===== src/rtl/data_mem_ctrl.sv =====
// data_mem_ctrl: turns the datapath's single-cycle byte-addressed memory requests into
// word accesses on a synchronous block RAM, stalling reads and flagging bad accesses.
module data_mem_ctrl #(
    parameter int RAM_LATENCY = 1,
    parameter int ADDR_WIDTH  = 10
) (
    input  logic                  clk,
    input  logic                  cpu_rst,
    input  logic                  mem_ren,
    input  logic                  mem_wen,
    input  logic [31:0]           mem_addr,
    input  logic [31:0]           mem_dout,
    output logic [31:0]           mem_din,
    output logic                  mem_stall,
    output logic                  ram_en,
    output logic                  ram_we,
    output logic [ADDR_WIDTH-1:0] ram_addr,
    output logic [31:0]           ram_wdata,
    input  logic [31:0]           ram_rdata,
    input  logic                  err_clr,
    output logic                  mem_err,
    output logic [31:0]           err_addr,
    output logic [15:0]           rd_count,
    output logic [15:0]           wr_count
);

    typedef enum logic [1:0] {IDLE, WAIT, DONE} state_t;

    localparam logic [1:0] LAT_INIT = 2'(RAM_LATENCY - 1);

    state_t      state;
    logic [1:0]  lat_cnt;
    logic [31:0] din_q;
    logic        in_idle;
    logic        access_bad;
    logic        good_rd;
    logic        good_wr;
    logic        err_hit;

    // Requests are only decoded in IDLE; in WAIT/DONE the core is holding the read in flight.
    always_comb begin
        in_idle    = (state == IDLE) && !cpu_rst;
        access_bad = (mem_ren || mem_wen) &&
                     ((mem_addr[1:0] != 2'b00) ||
                      ((mem_addr >> (ADDR_WIDTH + 2)) != 32'd0) ||
                      (mem_ren && mem_wen));
        good_rd    = in_idle && mem_ren && !access_bad;
        good_wr    = in_idle && mem_wen && !access_bad;
        err_hit    = in_idle && access_bad;
    end

    assign ram_en    = good_rd || good_wr;
    assign ram_we    = good_wr;
    assign mem_stall = good_rd || ((state == WAIT) && !cpu_rst);
    assign ram_addr  = mem_addr[ADDR_WIDTH+1:2];
    assign ram_wdata = mem_dout;
    assign mem_din   = din_q;

    // din_q is only non-zero during DONE, so mem_din comes straight from a register.
    always_ff @(posedge clk or posedge cpu_rst) begin
        if (cpu_rst) begin
            state    <= IDLE;
            lat_cnt  <= 2'd0;
            din_q    <= 32'd0;
            mem_err  <= 1'b0;
            err_addr <= 32'd0;
            rd_count <= 16'd0;
            wr_count <= 16'd0;
        end else begin
            case (state)
                IDLE: begin
                    if (good_rd) begin
                        lat_cnt <= LAT_INIT;
                        state   <= WAIT;
                    end
                end
                WAIT: begin
                    if (lat_cnt == 2'd0) begin
                        din_q <= ram_rdata;
                        state <= DONE;
                    end else begin
                        lat_cnt <= lat_cnt - 2'd1;
                    end
                end
                DONE: begin
                    din_q <= 32'd0;
                    state <= IDLE;
                    if (rd_count != 16'hFFFF) begin
                        rd_count <= rd_count + 16'd1;
                    end
                end
                default: state <= IDLE;
            endcase

            if (good_wr && (wr_count != 16'hFFFF)) begin
                wr_count <= wr_count + 16'd1;
            end

            // A bad access in the same cycle as a clear is recorded rather than lost.
            if (err_clr) begin
                mem_err  <= err_hit;
                err_addr <= err_hit ? mem_addr : 32'd0;
            end else if (err_hit && !mem_err) begin
                mem_err  <= 1'b1;
                err_addr <= mem_addr;
            end
        end
    end

endmodule

===== config.mk =====
export PLATFORM = sky130hd
export DESIGN_NAME = data_mem_ctrl
export DESIGN_NICKNAME = d
export VERILOG_FILES = /design/src/rtl/data_mem_ctrl.sv
export SDC_FILE = /design/constraint.sdc
export NUM_CORES = 1
export LEC_CHECK = 0
export ABC_AREA = 1
export BUFFER_PORTS_ARGS = -buffer_cell sky130_fd_sc_hd__buf_4
export CAP_MARGIN = 20
export CELL_PAD_IN_SITES_DETAIL_PLACEMENT = 1
export CELL_PAD_IN_SITES_GLOBAL_PLACEMENT = 2
export CORE_MARGIN = 10
export CORE_UTILIZATION = 23
export CTS_CLUSTER_DIAMETER = 100
export DETAILED_ROUTE_END_ITERATION = 10
export GPL_ROUTABILITY_DRIVEN = 0
export MAX_ROUTING_LAYER = met4
export PLACE_DENSITY = 0.78
export SLEW_MARGIN = 20
export SYNTH_ARGS = -nofsm -noshare
export SYNTH_HDL_FRONTEND = slang
export SYNTH_SLANG_ARGS = --single-unit

===== constraint.sdc =====
create_clock -name clk -period 3.25 [get_ports clk]
set_input_delay 0.4875 -clock clk [delete_from_list [all_inputs] [get_ports clk]]
set_output_delay 0.4875 -clock clk [all_outputs]
set_load 0.02 [all_outputs]

# Word level (Yosys, flattened, before mapping)
# Index checks and enable logic that the tools add are counted.
# Widths: inputs -> output; s select.
# op_classes
addsub	3
n_eq_ne	7
muxes	13
n_reduce_logical	30
# ops
op	count
$mux 32	4
$pmux 32 s2	1
$add 16x1->16 const B	2
$ne 16x16->1 const B	2
$reduce_bool 32->1	1
$logic_and 1x1->1	11
$mux 2	4
$pmux 2 s2	2
$reduce_bool 2->1	4
$reduce_and 2->1	3
$logic_or 1x1->1	5
$logic_not 2->1	2
$ne 2x2->1 const B	2
$logic_not 1->1	3
$reduce_and 3->1	1
$eq 2x1->1 const B	1
$eq 2x2->1 const B	1
$mux 1	2
$ne 2x1->1 const B	1
$sub 2x1->2 const B	1
# word_totals
regBits	101
out_inout_bits	142
wordCells	60

# Longest topological paths before layout
# Gate-level depths: netlist (run 1).
# depth
word_depth	8
depth_mapped	10
depth_no_buf	9

# Least setup slack after synthesis (run 1)
# No wires, ideal clock.
# synth_path
path_type	input to output
from	input mem_addr[18]
to	output mem_stall
t_arrival_ns	1.433
t_required_ns	2.762
slack_ns	1.330
path_stages	6
path_cell_list	nor2_1 > nand2_1 > nor2_1 > nand3_2 > or2_2 > o21ai_0
# synth_via
elab_chain_len	7
# synth_rtl
element	line	source
start, declared	11	input logic [31:0] mem_addr,
$reduce_bool 32->1	45	((mem_addr >> (ADDR_WIDTH + 2)) != 32'd0) ||
$logic_or 1x1->1	44	((mem_addr[1:0] != 2'b00) ||
$logic_or 1x1->1	45	
$logic_and 1x1->1	43	access_bad = (mem_ren || mem_wen) &&
$logic_not 1->1	47	good_rd = in_idle && mem_ren && !access_bad;
$logic_and 1x1->1	47	
$logic_or 1x1->1	54	assign mem_stall = good_rd || ((state == WAIT) && !cpu_rst);
end, declared	14	output logic mem_stall,
# No other way between the ends.

# Worst setup path in the final report (run 1)
# layout_path
from	register state[0]
to	output ram_en
# layout_via
elab_chain_len	5
word_cells_on_any_way	7
classes_between	7 x reduce/logical
# layout_rtl
element	line	source
start, declared	31	state_t state;
start signal, assigned	62	state <= IDLE;
start signal, assigned	74	state <= WAIT;
start signal, assigned	80	state <= DONE;
$logic_not 2->1 (*)	42	in_idle = (state == IDLE) && !cpu_rst;
$logic_and 1x1->1 (*)	42	
$logic_and 1x1->1 (on tied branches) (2 in a row)	47, 48	
$logic_or 1x1->1 (*)	52	assign ram_en = good_rd || good_wr;
end, declared	15	output logic ram_en,
# Mark *: on every way between the ends. The rest lies on a longest branch, timed or not.

==> metrics, run 1 <==
result of the run finished, final reports clean; worst r2r dst rd_count[15]$_DFFE_PP0P_; cell accounting for the most synthesized area sky130_fd_sc_hd__dfrtp_1; number of buffers inserted by port buffering about 180; remaining global-route overflow 0; reg2reg setup slack ~1200 ps; required time at the endpoint of the critical path about 2800 ps; Yosys Warn Count 0; Post-Synthesis Cells 670; count of different cell masters after synthesis 29; portion of the clock cycle consumed by the worst path in the final layout 71.7%; Final setup violation count 0; worst reg2reg path startpoint rd_count[0]$_DFFE_PP0P_; Syn Area/Cell between 7 and 8 um^2; largest fanout of any net on the critical path 6; IR Drop Worst-Case VDD around 0.21 mV; sw frac 27.6%; flip-flop and latch count after synthesis 101; # IOs between 200 and 250; worst setup path endpoint ram_en; fraction of final layout cells with drive strength greater than 1 about 28%; overall track demand over capacity in global routing 12.3%; antenna violations before repair 0; Resized Gates After CTS 0; CTS sink count just over 100; vertical extent of the die approximately 170 um; placed wire-length estimate after detailed placement 13,500 um; overall via count from detail_route approximately 4.7k; DP Cell Count 1,074; Routed WL about 18,000 um; commonest cells after routing, fill and taps aside sky130_fd_sc_hd__nand2_1 (198), sky130_fd_sc_hd__buf_4 (185), sky130_fd_sc_hd__dfrtp_1 (101), sky130_fd_sc_hd__nand3_1 (88), sky130_fd_sc_hd__inv_1 (63); ant diodes 0; Post-DRT Antenna Nets 0; synthesis-to-layout area growth 30.4%; maximum level of the CTS H-tree 3; crit path launch type flip-flop; most frequent cell on the critical path sky130_fd_sc_hd__nand2_1; Post-Synthesis Cell Area roughly 0.0053 mm^2; maximum operating frequency approximately 430 MHz; top cell family by delay on the critical path simple AND/OR/NAND/NOR gates; critical path's largest stage delay around 440 ps; worst-case clock skew 13.2 ps; relative slew slack between 50 and 60%; P_sw 0.784 mW; number of violations reported at the end of detailed-routing iteration 0 234; number of global-route vias before repair 4,990; accumulated negative setup slack 0 ps; area of the die 0.0296 mm^2; Setup Slack @ Placement about 990 ps; vias per inst between 4 and 5; arrival time at the worst endpoint between 1500 and 2000 ps; Clk Latency, worst-skew pair about 360 ps; average routed wire per standard cell ~16 um; number of standard cells in the final layout excluding fillers 1,090; Final Max Tran Viols 0; power density relative to cell area a little over 400 mW/mm^2; cell area after placement around 0.0066 mm^2; endpoints failing hold 0; pin count of the biggest net entering global routing 50; Clk pin slew, worst setup/hold paths about 80 ps; filler cell count in the final layout around 2.8k; NumNets Final 904; Worst Setup Path Type reg -> out; RSZ-0062 raised after global routing no; clock root buffer sky130_fd_sc_hd__clkbuf_16; total number of placement rows 55; number of buffers created by CTS 9; critical path launch point state[0]$_DFFE_PP0P_; crit path capture type primary output; initial cell density of the core 23.4%; nets in the synthesized netlist between 700 and 800; Reg power frac between 40% and 50%; TritonCTS clock tree yes; minimum hold slack roughly 240 ps; WP buf/inv 2; setup slack of the critical path after layout 921 ps; Die W approximately 170 um; residual DRC count 0; Seq/Total Area, Yosys 47.6%; number of setup buffers added after CTS 0; Pre-antenna DRT Iters 4; Clk pwr share between 40% and 50%; Final Instance Area roughly 0.0069 mm^2; actual slew at the worst max-slew pin ~670 ps; first-pass GRT wire length around 28,000 um; combinational share of power ~12%; top cells by area, synth sky130_fd_sc_hd__dfrtp_1 (48%), sky130_fd_sc_hd__nand2_1 (14%), sky130_fd_sc_hd__nand3_1 (8.3%), sky130_fd_sc_hd__buf_4 (6.1%), sky130_fd_sc_hd__inv_1 (4.5%); count of max-cap constraint violations 0; utilization after layout just over 30%; number of cell instances on the worst register-to-register path 8; post-layout power between 2 and 3 mW; commonest non-fill, non-tap cell in the layout sky130_fd_sc_hd__nand2_1; area fraction of the dominant cell type after synthesis 47.6%; minimum clock period after layout roughly 2300 ps; buffer depth of the longest clock path 2; cells along the critical path nor3_2, nand2_1, nor2_2, inv_1, nand2_1, buf_4; Cell Int Power about 2.1 mW; leakage power figure 3.49 nW; Worst path slowest cell sky130_fd_sc_hd__dfrtp_1; type of the tightest min-delay check in -> async; hold buffers post-CTS 0; core outline area 0.0227 mm^2; count of cell instances traversed by the critical path 6
-- per-layer routing --
metal,wire [um],GRT usage (%),vias up
met2,8150,18.6,104
li1,-,-,2349
met4,159,2.77,0
met3,1210,4.35,10
met1,8140,15.4,2273
met5,0,-,-
-- flip-flops by register name (all words and copies together), names as in the netlist --
register	flops
rd_count	16
state	2
lat_cnt	2
mem_din	32
wr_count	16
mem_err	1
err_addr	32
-- power groups by stage --
stage | logic (mW) | registers, mW | clock network (mW)
after CTS | 0.363 | 1.32 | 1.23
final | 0.351 | 1.32 | 1.17
after detailed placement | 0.363 | 1.34 | 0
after global placement | 0.361 | 1.34 | 0
after global routing | 0.388 | 1.32 | 1.28
after floorplan | 0.181 | 1.39 | 0
-- cell families after synthesis --
kind of cell / count (synthesis) / share of synthesized area (%)
AND/OR/NAND/NOR: 370 / 31.3
AO/OA/AOI/OAI: 45 / 4.24
adder cells (fa/ha/maj): 3 / 0.706
flip-flops: 101 / 47.6
buffers and inverters: 136 / 13.7
XOR/XNOR: 15 / 2.47
-- final cells by class --
| type | instances | area (um^2) | area share [%] |
|---|---|---|---|
| Timing Repair Buffer | 186 | 1410 | 20.3 |
| Clock inverter | 7 | 88.8 | 1.28 |
| Sequential cell | 101 | 2530 | 36.5 |
| Clock buffer | 9 | 225 | 3.25 |
| Inverter | 69 | 262 | 3.78 |
| Tap cell | 285 | 357 | 5.15 |
| Multi-Input combinational cell | 433 | 2060 | 29.7 |
-- synthesized netlist by cell type --
master,n
sky130_fd_sc_hd__o21ai_1,11
sky130_fd_sc_hd__clkbuf_1,6
sky130_fd_sc_hd__nand4_1,22
sky130_fd_sc_hd__xor2_1,6
sky130_fd_sc_hd__nand2_2,2
sky130_fd_sc_hd__buf_6,6
sky130_fd_sc_hd__buf_4,43
sky130_fd_sc_hd__nor3_4,1
sky130_fd_sc_hd__buf_1,3
sky130_fd_sc_hd__clkinv_1,2
sky130_fd_sc_hd__nand2_1,198
sky130_fd_sc_hd__inv_1,64
sky130_fd_sc_hd__or2_2,2
sky130_fd_sc_hd__ha_1,3
sky130_fd_sc_hd__or2_1,1
sky130_fd_sc_hd__nor2_1,40
sky130_fd_sc_hd__nand3b_1,1
sky130_fd_sc_hd__nor3_2,2
sky130_fd_sc_hd__nand3_1,88
sky130_fd_sc_hd__nor3_1,4
sky130_fd_sc_hd__inv_2,3
sky130_fd_sc_hd__buf_2,9
sky130_fd_sc_hd__nor2_4,3
sky130_fd_sc_hd__nor2_2,2
sky130_fd_sc_hd__nand3_2,3
sky130_fd_sc_hd__o21ai_0,34
sky130_fd_sc_hd__nand4_4,1
sky130_fd_sc_hd__dfrtp_1,101
sky130_fd_sc_hd__xnor2_1,9
-- worst min-delay path by stage --
stage / end / slack [ps] / cells past startpoint
6_report: mem_din[15]$_DFFE_PP0P_ / 240 / 2
5_1_grt: mem_din[4]$_DFFE_PP0P_ / 280 / 2
4_1_cts: mem_din[4]$_DFFE_PP0P_ / 270 / 2
3_5_place_dp: err_addr[9]$_DFFE_PP0P_ / 490 / 2
3_3_place_gp: err_addr[9]$_DFFE_PP0P_ / 480 / 2
2_1_floorplan: lat_cnt[0]$_DFFE_PP0P_ / 470 / 2
(Power assumes the default switching activity.)
==> inputs of run 2 (changes only) <==
==> constraint.sdc (replaced) <==
create_clock -name clk -period 1.9 [get_ports clk]
set_input_delay 0.285 -clock clk [delete_from_list [all_inputs] [get_ports clk]]
set_output_delay 0.285 -clock clk [all_outputs]
set_load 0.02 [all_outputs]
==> run 2 against run 1 <==
Die area stayed put. Wire length is 0.40% lower. Hold slack lost 200 ps. Core utilization is 0.70 points higher. Sequential power increased by 71%. First-iteration DRC count shrank 17%. Clock skew decreased by 0.80 ps. Sequential share of layout area shrank 0.82 points. Critical path type unchanged. Global-route usage barely moved.
==> metrics, run 2 (synthesis results as in run 1) <==
Die W 172 um; count of max-cap constraint violations 0; power density relative to cell area 690 mW/mm^2; Clk Latency, worst-skew pair around 360 ps; overall via count from detail_route around 4.8k; Pre-antenna DRT Iters 4; maximum level of the CTS H-tree 3; initial cell density of the core 23.4%; worst reg2reg path startpoint rd_count[0]$_DFFE_PP0P_; required time at the endpoint of the critical path between 1500 and 2000 ps; actual slew at the worst max-slew pin 634 ps; worst-case clock skew around 12 ps; maximum operating frequency 543 MHz; number of buffers inserted by port buffering approximately 180; RSZ-0062 raised after global routing yes; met2 WL post-DR 8340 um; number of buffers created by CTS 9; reg2reg setup slack 200 ps; commonest cells after routing, fill and taps aside sky130_fd_sc_hd__nand2_1 (196), sky130_fd_sc_hd__buf_4 (195), sky130_fd_sc_hd__dfrtp_1 (101), sky130_fd_sc_hd__nand3_1 (88), sky130_fd_sc_hd__inv_1 (63); NumNets Final between 900 and 1k; number of global-route vias before repair 5,107; pin count of the biggest net entering global routing 56; leakage power figure 3.57 nW; uppermost layer routed met4; endpoints failing hold 0; wire length on met1 7900 um; type of the tightest min-delay check in -> async; area of the die 0.0296 mm^2; Routed WL ~18,000 um; first-pass GRT wire length about 28,000 um; WL met3 ~1200 um; Worst path slowest cell sky130_fd_sc_hd__dfrtp_1; arrival time at the worst endpoint ~1600 ps; critical path's largest stage delay ~410 ps; # IOs between 200 and 250; residual DRC count 0; hold buffers post-CTS 0; Post-DRT Antenna Nets 0; minimum clock period after layout between 1500 and 2000 ps; synthesis-to-layout area growth 33.3%; placed wire-length estimate after detailed placement between 10,000 and 15,000 um; commonest non-fill, non-tap cell in the layout sky130_fd_sc_hd__nand2_1; core outline area roughly 0.023 mm^2; average routed wire per standard cell 15.9 um; total number of placement rows 55; remaining global-route overflow 0; buffer depth of the longest clock path 2; accumulated negative setup slack 0 ps; post-layout power 4.89 mW; Final Max Tran Viols 0; portion of the clock cycle consumed by the worst path in the final layout a little under 100%; worst r2r dst rd_count[15]$_DFFE_PP0P_; vertical extent of the die around 170 um; result of the run finished, final reports clean; largest fanout of any net on the critical path 4; CTS sink count 101; Worst Setup Path Type reg -> out; number of violations reported at the end of detailed-routing iteration 0 around 190; ant diodes 0; crit path launch type flip-flop; fraction of final layout cells with drive strength greater than 1 between 20% and 30%; Clk pin slew, worst setup/hold paths 80 ps; TritonCTS clock tree yes; cells along the critical path nor3_4, nand2_1, or2_4, o21ai_2, buf_6; antenna violations before repair 0; utilization after layout about 31%; number of cell instances on the worst register-to-register path 8; crit path capture type primary output; clock root buffer sky130_fd_sc_hd__clkbuf_16; relative slew slack 57.7%; overall track demand over capacity in global routing 12.3%; Final setup violation count 0; filler cell count in the final layout around 2.8k; IR Drop Worst-Case VDD 0.312 mV; vias per inst approximately 4.3
[run 2: how the worst max path moves through the flow]
stage / depth (start not counted) / endpoint / slack (ps) / startpoint
final: 5 / mem_stall / 60 / state[1]$_DFFE_PP0P_
after global routing: 5 / ram_en / -40 / state[1]$_DFFE_PP0P_
after CTS: 5 / mem_stall / 10 / state[1]$_DFFE_PP0P_
after detailed placement: 8 / mem_stall / 120 / mem_addr[26]
after global placement: 7 / err_addr[14]$_DFFE_PP0P_ / 110 / state[0]$_DFFE_PP0P_
after floorplan: 9 / rd_count[3]$_DFFE_PP0P_ / 240 / rd_count[0]$_DFFE_PP0P_
[run 2: final cells by class]
class | instances | area, um^2 | area share, %
sequential | 101 | 2530 | 35.7
multi-input combinational | 433 | 2080 | 29.3
timing repair buffer | 200 | 1550 | 21.8
tap | 285 | 357 | 5.03
inverter | 69 | 263 | 3.71
clock buffer | 10 | 239 | 3.37
clock inverter | 6 | 77.6 | 1.09
[run 2: layer usage]
metal	vias up	global-route usage, %
met4	0	3.64
met1	2284	15.1
met5	-	-
met3	10	3.78
met2	109	19.1
li1	2380	-
[run 2: metrics by stage]
stage	worst slack [ps]	hold slack, ps	instance area, um^2	std cells
6_report	58.8	42.7	7090	1104
5_1_grt	-37.9	77.6	7090	1104
4_1_cts	12.3	48.2	7060	1103
3_5_place_dp	120	443	6740	1087
3_3_place_gp	110	437	6740	1087
2_1_floorplan	243	406	5320	670
[run 2: critical path, delay by kind of cell, from the launching register on]
kind,cells,cell delay (ps)
flip-flops,1,410
AO/OA/AOI/OAI,1,70
buffers and inverters,1,140
AND/OR/NAND/NOR,3,590
[run 2: report_power, final]
group	switching, mW	internal, mW
Combinational	0.356	0.256
Sequential	0.0394	2.22
Clock	0.934	1.09
Total	1.33	3.56
[run 2: what timing repair did]
| item | CTS | global route |
|---|---|---|
| cloned | 0 | 0 |
| resized for setup | 1 | 7 |
| setup buffers | 0 | 1 |
| pin swaps | 3 | 4 |
| hold endpoints to repair | 0 | 0 |
| setup endpoints to repair | 2 | 7 |
